**src/rtl/bin_isqrt_i14_o7.sv**
```systemverilog
// Sequential restoring integer square root: floor(sqrt(x)) and exact remainder, one root bit per cycle.
// Result valid OUT_W cycles after acceptance; held in DONE until out_ready, no input/output overlap.
module bin_isqrt_i14_o7 #(
  parameter int IN_W = 14
) (
  input  logic                clk,
  input  logic                rst_n,
  input  logic                in_valid,
  output logic                in_ready,
  input  logic [IN_W-1:0]     in_x,
  output logic                out_valid,
  input  logic                out_ready,
  output logic [IN_W/2-1:0]   out_root,
  output logic [IN_W/2:0]     out_rem,
  output logic                busy
);
  localparam int OUT_W = IN_W / 2;
  localparam int CW    = (OUT_W > 1) ? $clog2(OUT_W) : 1;

  typedef enum logic [1:0] {IDLE, RUN, DONE} state_t;

  state_t           state_q, state_d;
  logic [IN_W-1:0]  x_q, x_d;
  logic [OUT_W:0]   rem_q, rem_d;
  logic [OUT_W-1:0] root_q, root_d;
  logic [CW-1:0]    cnt_q, cnt_d;

  logic [OUT_W+1:0] rem_t;
  logic [OUT_W+1:0] trial;
  logic [OUT_W:0]   diff;
  logic             ge;

  // rem <= 2*root keeps rem_t within OUT_W+2 bits, so the top bit of rem_q is never needed here.
  assign rem_t = {rem_q[OUT_W-1:0], x_q[IN_W-1 -: 2]};
  assign trial = {root_q, 2'b01};
  assign ge    = (rem_t >= trial);
  assign diff  = rem_t[OUT_W:0] - trial[OUT_W:0];

  always_comb begin
    state_d = state_q;
    x_d     = x_q;
    rem_d   = rem_q;
    root_d  = root_q;
    cnt_d   = cnt_q;
    case (state_q)
      IDLE: begin
        if (in_valid) begin
          x_d     = in_x;
          rem_d   = '0;
          root_d  = '0;
          cnt_d   = CW'(OUT_W - 1);
          state_d = RUN;
        end
      end
      RUN: begin
        rem_d  = ge ? diff : rem_t[OUT_W:0];
        root_d = (root_q << 1) | OUT_W'(ge);
        x_d    = x_q << 2;
        cnt_d  = cnt_q - CW'(1);
        if (cnt_q == '0) state_d = DONE;
      end
      DONE: begin
        if (out_ready) state_d = IDLE;
      end
      default: state_d = IDLE;
    endcase
  end

  always_ff @(posedge clk or negedge rst_n) begin
    if (!rst_n) begin
      state_q <= IDLE;
      x_q     <= '0;
      rem_q   <= '0;
      root_q  <= '0;
      cnt_q   <= '0;
    end else begin
      state_q <= state_d;
      x_q     <= x_d;
      rem_q   <= rem_d;
      root_q  <= root_d;
      cnt_q   <= cnt_d;
    end
  end

  assign in_ready  = (state_q == IDLE);
  assign out_valid = (state_q == DONE);
  assign busy      = (state_q != IDLE);
  assign out_root  = root_q;
  assign out_rem   = rem_q;
endmodule

```
**config.mk**
```make
export PLATFORM = sky130hd
export DESIGN_NAME = bin_isqrt_i14_o7
export DESIGN_NICKNAME = d
export VERILOG_FILES = /design/src/rtl/bin_isqrt_i14_o7.sv
export SDC_FILE = /design/constraint.sdc
export NUM_CORES = 1
export LEC_CHECK = 0
export ABC_AREA = 1
export BUFFER_PORTS_ARGS = -buffer_cell sky130_fd_sc_hd__buf_2
export CORE_MARGIN = 2
export CORE_UTILIZATION = 56
export DETAILED_ROUTE_END_ITERATION = 6
export GPL_TIMING_DRIVEN = 0
export PLACE_DENSITY = 0.83
export SYNTH_ARGS = -nofsm -noshare
export SYNTH_HDL_FRONTEND = slang
export SYNTH_SLANG_ARGS = --single-unit
```
**constraint.sdc**
```tcl
create_clock -name clk -period 1.86 [get_ports clk]
set_input_delay 0.093 -clock clk [delete_from_list [all_inputs] [get_ports clk]]
set_output_delay 0.093 -clock clk [all_outputs]
set_load 0.02 [all_outputs]
```
---- After elaboration in Yosys (flattened, before gate mapping) ----
Index checks and enable logic that the tools add are counted.
Widths: inputs -> output; s select.
word-level totals
  flip-flop bits (word level) ............. 34
  input port bits ......................... 18
  output and inout bits ................... 18
  logic and storage cells ................. 33
cells by class
  add/sub/neg operators ................... 2
  order comparisons ....................... 1
  equality and inequality tests ........... 5
  muxes and demuxes ....................... 13
  bitwise logic cells ..................... 1
  reductions and logical operators ........ 6
operators by type and width
  kind                 count
  $pmux 14 s2          1
  $mux 8               2
  $pmux 8 s2           1
  $mux 14              1
  $pmux 7 s2           1
  $ge 9x9->1           1
  $sub 8x8->8          1
  $mux 7               1
  $or 7x1->7           1
  $mux 2               3
  $pmux 2 s3           1
  $pmux 3 s2           1
  $ne 2x2->1 const B   2
  $reduce_bool 2->1    2
  $logic_not 3->1      1
  $mux 3               1
  $reduce_and 3->1     1
  $sub 3x1->3 const B  1
  $eq 2x1->1 const B   1
  $eq 2x2->1 const B   1
  $logic_not 2->1      1
  $ne 2x1->1 const B   1
  $reduce_and 2->1     1

---- Longest topological paths before layout ----
Gate-level depths: netlist (run 1).
  depth after elaboration ................. 3
  gate-level depth with buffers ........... 12
  mapped depth without buffers ............ 12

---- Worst setup path before layout (run 1) ----
No wires, ideal clock.
  path kind ............................... reg-to-reg
  start ................................... register root_q[3], in the netlist out_root[3]
  end ..................................... register rem_q[6], in the netlist out_rem[6]
  setup time .............................. 0.117 ns
  data arrival time ....................... 1.560 ns
  data required time ...................... 1.743 ns
  slack ................................... 0.182 ns
  cell stages (with the launch flop) ...... 11
  path buffers ............................ 0
  period minus slack after synthesis ...... 1.678 ns
  cell sequence ........................... dfrtp_1 -> inv_1 -> ha_1 -> nand2_2 -> nor2_4 -> nand2_2 -> nand3_2 -> nor2_4 -> nand3_1 -> nand3_1 -> nand2_1
on the way
  word-level cells in the longest chain between the ends .. 3
  elaborated cells between the ends (all ways) .. 4
  those cells by class .................... 1 x add/sub; 1 x order compare; 2 x mux
ends and longest elaborated chain
  item                                              RTL line  source
  from (decl)                                       25        logic [OUT_W-1:0] root_q, root_d;
  from (signal assigned)                            80        root_q <= root_d;
  $sub 8x8->8 / $ge 9x9->1 (equally long branches)  37, 36
  $mux 8 *                                          56        rem_d = ge ? diff : rem_t[OUT_W:0];
  $pmux 8 s2 *                                      45        case (state_q)
  to (signal assigned)                              79        rem_q <= rem_d;
  to (decl)                                         24        logic [OUT_W:0] rem_q, rem_d;
Mark *: on every way between the ends. The rest lies on a longest branch, timed or not.
A chain may end at the register's enable or synchronous reset.

---- Final worst setup path (run 1) ----
  start ................................... register root_q[6], in the netlist out_root[6]
  end ..................................... register rem_q[3], in the netlist out_rem[3]
on the way
  word-level cells in the longest chain between the ends .. 3
ends and longest elaborated chain
  item        RTL line  source
  $ge 9x9->1  36        assign ge = (rem_t >= trial);
  $mux 8      56
  $pmux 8 s2  45
No other way between the ends.

==> results of run 1 <==
worst paths after layout:
path                             start          to
hold reg to reg             out_rem[7]  out_rem[7]
setup reg to reg           out_root[6]  out_rem[3]
min in group asynchronous        rst_n      x_q[4]
max in group asynchronous        rst_n      x_q[5]
hold / removal                 in_x[1]      x_q[1]
setup / recovery           out_root[6]  out_rem[3]
repair_timing:
action / 4_1_cts / 5_1_grt
hold buffers: 2 / 0
setup buffers: 0 / 1
hold endpoints to repair: 35 / 0
gates resized for setup: 0 / 10
endpoints found under the setup margin: 0 / 3
logic make-up after synthesis:
group / synth area share
xor+xnor: 0.0127
compound gates: 0.127
simple gates: 0.265
buf+inv: 0.118
flops: 0.410
fa+ha+maj: 0.0664
registers in the layout (all words and copies together) (netlist names):
register and flops:
cnt_q 3, state_q 2, x_q 14, out_rem 8, out_root 7
cell usage after synthesis (all sizes together):
| cell type | n | share of area |
|---|---|---|
| o22ai | 6 | 0.018 |
| nor2 | 11 | 0.031 |
| a22oi | 2 | 0.0072 |
| xor2 | 2 | 0.0085 |
| nand2 | 73 | 0.14 |
| dfrtp | 34 | 0.41 |
| o211ai | 12 | 0.043 |
| nand3 | 24 | 0.071 |
| o21ai | 18 | 0.043 |
| ha | 11 | 0.066 |
| inv | 49 | 0.089 |
| o31ai | 1 | 0.0036 |
| nand3b | 1 | 0.0036 |
| xnor2 | 1 | 0.0042 |
| buf | 7 | 0.030 |
| nand4 | 3 | 0.016 |
| a21oi | 4 | 0.011 |
per-layer routing:
metal | part of all wire | routed length (microns)
met1 | 0.44 | 2060
met2 | 0.51 | 2360
met3 | 0.034 | 158
met4 | 0.020 | 94
met5 | 0 | 0
tightest hold or removal path, stage by stage:
cell     delay (ps)
buf_2            70
nand3_1          60
o21ai_0          60
cell type report:
cell class / count / area (sq um) / area share
Buffer: 7 / 61.3 / 0.0247
Clock buffer: 7 / 76.3 / 0.0307
Tap cell: 48 / 60.1 / 0.0242
Sequential cell: 34 / 851 / 0.343
Inverter: 49 / 184 / 0.0741
Timing Repair Buffer: 38 / 203 / 0.0817
Multi-Input combinational cell: 169 / 1050 / 0.422
per-stage QoR:
stage | cells | area, sq um | setup slack [ps] | hold WS (ps)
2_1_floorplan | 259 | 2070 | 182 | -203
3_3_place_gp | 342 | 2310 | 138 | 191
3_5_place_dp | 342 | 2310 | 130 | 196
4_1_cts | 351 | 2400 | 116 | 34.1
5_1_grt | 352 | 2480 | 2.60 | 61.1
6_report | 352 | 2480 | 109 | 37.8
==> flow_summary_export.csv, run 1 <==
group,metric,value,unit
logic_synthesis,yosys_warnings,0,
grt,grt_max_degree,35,
die,floorplan.rows,22,
clocking,cts_tree,"yes",
grt,use_met2,0.396,
timing,grt_setup_unrepaired,"no",
timing,tns,0,ps
drt,drc,0,
die,core,3610,sq um
finish,fillers,295,
finish,final_common_cell,"nand2_1",
timing,max_freq,0.571,GHz
setup_path,reg2reg_slack,110,ps
clocking,clk_latency,290,ps
setup_path,worstPathArrival,1980,ps
finish,drive_gt1_frac,0.253,
flow_run,cap_violations,0,
setup_path,r2r_cells,9,
clocking,cts_inserted_buffers,5,
setup_path,critPathMaxStageDelay,400,ps
drt,vias,1863,
grt,grt_overflow,0,
drt,dr.pass1.iters,4,
setup_path,start_kind,"register",
timing,slew_headroom,0.503,
setup_path,cp.buffers_inverters,2,
logic_synthesis,ys_seq_area_frac,0.410,
finish,num_antenna_cells,0,
timing,setup_viol,0,
grt,busiest_layer,"met2",
timing,min_period,1750,ps
drt,wire_per_inst,13.3,microns
logic_synthesis,ys_seq_elements,34,
setup_path,worstSetupPathType,"reg2reg",
logic_synthesis,syn_avg_cell_area,8.00,sq um
grt,grt_pass1_wl,7650,microns
logic_synthesis,syn-num-nets,288,
setup_path,path_cells,"inv_1, ha_1, nand2_2, inv_1, a21oi_2, nand4_4, nand2_1, nand3_1, nand2_1",
placed_design,hpwlAfterDp,3350,microns
die,initial_core_util,0.575,
setup_path,critPathMaxFanout,9,
grt,globalRouteMet3Util,0.0330,
finish,most-common-layout-cells,"nand2_1, inv_1, buf_2, dfrtp_1, nand3_1",
finish,syn2layout_area_growth,19.7,%
clocking,cts.sinks,34,
grt,antenna_found_initial,0,
clocking,htree_levels,2,
grt,grt_pass1_vias,1682,
setup_path,crit_path_top_delay_cell,"dfrtp_1",
drt,viasPerCell,5.29,
drt,antenna_left,0,
drt,wirelength,4680,microns
setup_path,crit_cells,9,
grt,track_usage,0.239,
timing,slew_violations,0,
finish,final_nets,333,
clocking,clockRootBuffer,"clkbuf_8",
timing,fin_skew,5.22,ps
hold_path,hp-class,"in2reg",
die,dieArea,4200,sq um
clocking,cts.clk_slew.worst_paths,70,ps
logic_synthesis,postSynthCellCount,259,
placed_design,gp_congestion,0.831,
logic_synthesis,ys_types,29,
timing,fin_crit_sh,0.942,
drt,first_iter_violations,93,
clocking,cts_buffer_depth,2,
hold_path,min_path_cells,3,
grt,use_met1,0.310,
timing,hold_viol,0,
outcome,status,"finished clean",
finish,final_core_util,0.688,
setup_path,cp-end-kind,"register",
setup_path,cp_top_family,"simple AND/OR/NAND/NOR gates",
logic_synthesis,netlist_area,2070,sq um
setup_path,worstPathRequired,2090,ps
die,ios,36,
placed_design,numPortBuffers,35,
die,die_w,64.8,microns
die,die_h,64.8,microns
timing,worst_pin_slew,745,ps
Power of run 1 is not shown: default switching activity piles up to over one toggle a cycle in this logic, so the estimate is an artifact.
==> run 2, diff against run 1 <==
Settings changed: CORE_UTILIZATION 56 to 50, PLACE_DENSITY 0.83 to 0.78.
Clock period 1.86 ns to 1.6 ns, I/O delays scaled along.
==> run 2 against run 1 <==
The flow now finishes with violations (setup timing); worst hold slack worse by 7.3 ps; fmax up 2.9%; design area up 19%; sequential share of layout area down 5.0 points; first-iteration DRC count up 100%; setup slack worse by 210 ps; highest routed layer unchanged.
==> flow_summary_export.csv, run 2 (synthesis results as in run 1) <==
group,metric,value,unit
finish,top_register,"x_q",
timing,grt_setup_unrepaired,"yes",
drt,viasPerCell,5.47,
drt,first_iter_violations,189,
timing,fin_skew,4.65,ps
finish,fin_area,2960,sq um
drt,wire_per_inst,16.3,microns
clocking,cts_inserted_buffers,5,
setup_path,worstPathArrival,1880,ps
clocking,clk_latency,290,ps
die,die_w,68.4,microns
placed_design,numPortBuffers,35,
finish,drive_gt1_frac,0.491,
drt,vias,2090,
timing,fin_ws,-103,ps
drt,antenna_left,0,
finish,multi_input_area,1270,sq um
clocking,cts_buffer_depth,2,
clocking,clockRootBuffer,"clkbuf_8",
timing,max_freq,0.587,GHz
finish,syn2layout_area_growth,42.7,%
die,core,4000,sq um
timing,fin_crit_sh,1.06,
setup_path,r2r-start,"out_root[6]",
setup_path,reg2reg_to,"out_rem[3]",
setup_path,crit_path_start,"out_root[6]",
setup_path,worstPathRequired,1780,ps
die,dieArea,4680,sq um
clocking,cts.clk_slew.worst_paths,70,ps
clocking,cts.sinks,34,
placed_design,hpwlAfterDp,3360,microns
setup_path,start_kind,"register",
outcome,violations,"setup timing",
die,die_h,68.4,microns
setup_path,cp-end-kind,"register",
grt,grt_pass1_vias,1983,
timing,setup_viol,8,
timing,slew_violations,0,
finish,final_nets,360,
placed_design,place_area,2400,sq um
clocking,cts_tree,"yes",
timing,slew_headroom,0.498,
grt,antenna_found_initial,0,
grt,grt_max_degree,35,
grt,grt_overflow,0,
placed_design,post-place-ws,-115,ps
timing,worst_pin_slew,753,ps
die,initial_core_util,0.518,
setup_path,critPathMaxFanout,4,
finish,num_antenna_cells,0,
finish,seq_area,866,sq um
drt,wirelength,6240,microns
grt,grt_pass1_wl,8940,microns
clocking,htree_levels,2,
finish,largest_reg_flops,14,
setup_path,r2r_cells,11,
finish,layoutNonFillerInstCount,382,
die,ios,36,
drt,drc,0,
die,floorplan.rows,23,
flow_run,cap_violations,0,
finish,most-common-layout-cells,"nand2_1, inv_1, buf_2, buf_4, dfrtp_1",
timing,min_period,1700,ps
finish,fillers,271,
setup_path,endpoint,"out_rem[3]",
placed_design,numPlacedInstances,344,
outcome,status,"finished, violations left",
timing,hold_viol,0,
finish,final_common_cell,"nand2_1",
drt,dr.pass1.iters,4,
setup_path,worstSetupPathType,"reg2reg",
setup_path,reg2reg_slack,-100,ps
placed_design,gp_congestion,0.892,
hold_path,hp-class,"in2reg",
grt,track_usage,0.257,
## run 2: critical path: stages (launching register included)
cell and delay (ps):
dfrtp_2 440, inv_4 90, ha_4 220, nand2_4 90, nor2_4 60, nand2_4 90, nand3_4 80, nor2_4 160
buf_6 130, nand3_2 70, nand3_2 90, nand2_1 60
## run 2: cell type report
cell class                 count  share of cell area
buffer                         7              0.0207
sequential                    34               0.293
timing repair buffer          64               0.141
clock buffer                   7              0.0292
tap                           50              0.0211
clock inverter                 1             0.00169
multi-input combinational    170               0.429
inverter                      49              0.0647
## run 2: repair_timing
item | 4_1_cts | 5_1_grt
buffers inserted | 14 | 13
gates cloned | 1 | 0
endpoints found under the setup margin | 9 | 9
hold buffers | 2 | 0
gates resized for setup | 33 | 37
hold endpoints to repair | 35 | 0
pin swaps | 12 | 28
## run 2: routing by layer
metal | vias to the layer above | global-route usage | wire, microns
met2 | 83 | 0.418 | 3170
met1 | 1001 | 0.336 | 2450
met4 | 0 | 0.0950 | 195
met3 | 18 | 0.0510 | 418
met5 | - | 0 | 0
li1 | 988 | - | -
## run 2: through the flow
stage                     TNS (ps)  hold WS, ps   util
after floorplan                  0         -216      -
after global placement        -659          185  0.599
after detailed placement      -784          185  0.599
after CTS                        0         39.7  0.687
after global routing          -976         69.2  0.740
final                         -666         30.5  0.740
## run 2: worst min-delay path by stage
stage / slack (ps) / to / startpoint / cells after the start
finish: 30 / x_q[0] / in_x[0] / 3
global route: 70 / x_q[10] / in_x[10] / 3
CTS: 40 / x_q[0] / in_x[0] / 3
detailed placement: 190 / x_q[2] / rst_n / 1
global placement: 190 / x_q[2] / rst_n / 1
floorplan: -220 / cnt_q[0] / rst_n / 0
Power of run 2 is left out for the same reason.
==> run 3, diff against run 2 <==
Settings changed: CORE_MARGIN 2 to unset.
==> run 3 against run 2 <==
The run still ends with setup timing left; global-route usage increased by 1.5 points; worst hold slack got worse by 10 ps; sequential share of layout area increased by 1.6 points; design area decreased by 5.3%; non-clock buffer count decreased by 10; clock skew increased by 1.1 ps; final cell count decreased by 2.6%; via count decreased by 4.7%; highest routed layer unchanged; die area decreased by 5.8%.
==> flow_summary_export.csv, run 3 (synthesis results as in run 1) <==
group,metric,value,unit
grt,grt_overflow,0,
placed_design,place_area,2400,sq um
setup_path,worstPathRequired,1790,ps
setup_path,cp-end-kind,"register",
finish,final_common_cell,"nand2_1",
clocking,htree_levels,2,
drt,drc,0,
placed_design,gp_congestion,0.903,
finish,syn2layout_area_growth,35.1,%
die,core,4000,sq um
timing,slew_headroom,0.492,
grt,antenna_found_initial,0,
timing,worst_pin_slew,763,ps
setup_path,worstSetupPathType,"reg2reg",
grt,grt_max_degree,35,
timing,hold_viol,0,
timing,setup_viol,6,
die,die_h,66.4,microns
die,ios,36,
grt,grt_pass1_vias,1926,
placed_design,numPortBuffers,35,
clocking,clk_latency,290,ps
setup_path,crit_path_top_delay_cell,"dfrtp_2",
placed_design,post-place-ws,-105,ps
setup_path,worstPathArrival,1820,ps
finish,top_register,"x_q",
drt,wirelength,5210,microns
setup_path,critPathMaxFanout,8,
outcome,status,"finished, violations left",
die,die_w,66.4,microns
drt,vias,1991,
finish,largest_reg_flops,14,
clocking,cts_buffer_depth,2,
finish,fin_area,2800,sq um
timing,min_period,1630,ps
timing,fin_skew,5.76,ps
drt,antenna_left,0,
outcome,violations,"setup timing",
setup_path,critPathMaxStageDelay,410,ps
clocking,cts_tree,"yes",
flow_run,cap_violations,0,
setup_path,path_cells,"inv_2, ha_4, nand2_4, nor2_4, nand2_4, nand3_4, nor2_4, nand3_2, nand3_2, nand2_1",
timing,whs,20.3,ps
timing,fin_ws,-31.3,ps
timing,slew_violations,0,
grt,grt_pass1_wl,8900,microns
setup_path,crit_path_start,"out_root[1]",
grt,track_usage,0.272,
finish,most-common-layout-cells,"nand2_1, inv_1, buf_2, dfrtp_1, buf_4",
die,floorplan.rows,23,
hold_path,hp-class,"in2reg",
setup_path,r2r-start,"out_root[1]",
setup_path,start_kind,"register",
timing,grt_setup_unrepaired,"yes",
hold_path,min_from,"in_x[1]",
clocking,cts.clk_slew.worst_paths,70,ps
clocking,cts_inserted_buffers,5,
clocking,clockRootBuffer,"clkbuf_8",
drt,wire_per_inst,14.0,microns
die,dieArea,4410,sq um
finish,final_nets,350,
timing,fin_crit_sh,1.02,
drt,dr.pass1.iters,4,
die,initial_core_util,0.518,
drt,viasPerCell,5.35,
finish,num_antenna_cells,0,
finish,final_core_util,0.700,
drt,first_iter_violations,194,
timing,max_freq,0.613,GHz
placed_design,hpwlAfterDp,3260,microns
finish,drive_gt1_frac,0.394,
clocking,cts.sinks,34,
-- run 3: final cells by class --
type / count / area (sq um)
Tap cell: 50 / 62.6
Sequential cell: 34 / 865
Buffer: 7 / 61.3
Timing Repair Buffer: 54 / 323
Multi-Input combinational cell: 170 / 1180
Inverter: 49 / 196
Fill cell: 295 / 1200
Clock inverter: 2 / 37.5
Clock buffer: 6 / 72.6
-- run 3: through the flow --
| stage | setup TNS [ps] | cells |
|---|---|---|
| 3_5_place_dp | -668 | 344 |
| 4_1_cts | 0 | 369 |
| 2_1_floorplan | 0 | 259 |
| 3_3_place_gp | -634 | 344 |
| 5_1_grt | -964 | 372 |
| 6_report | -112 | 372 |
-- run 3: final timing paths --
| path | slack, ps | end | depth (start not counted) |
|---|---|---|---|
| hold reg to reg | 480 | out_rem[7] | 2 |
| setup reg to reg | -30 | out_rem[3] | 10 |
| max in group asynchronous | 670 | out_rem[1] | 2 |
| setup / recovery | -30 | out_rem[3] | 10 |
| min in group asynchronous | 390 | out_rem[7] | 2 |
| hold / removal | 20 | x_q[1] | 3 |
-- run 3: what timing repair did --
action                                  CTS  global route
hold buffers                              2             0
cloned                                    1             0
endpoints found under the hold margin    35             0
pin swaps                                17             4
buffers inserted                         14             3
endpoints found under the setup margin    9             9
gates resized for setup                  32             7
-- run 3: metal layers --
layer / vias to the layer above / share of wire / GRT usage
li1: 968 / - / -
met1: 968 / 0.46 / 0.372
met2: 47 / 0.49 / 0.425
met3: 8 / 0.041 / 0.0534
met4: 0 / 0.013 / 0.0957
met5: - / 0 / 0
-- run 3: worst max-delay path: cells and delay by family (launching register included) --
family,cells,cell delay [ps]
simple gates,8,810
flops,1,410
buf+inv,1,90
fa+ha+maj,1,220
Power of run 3 is left out for the same reason.
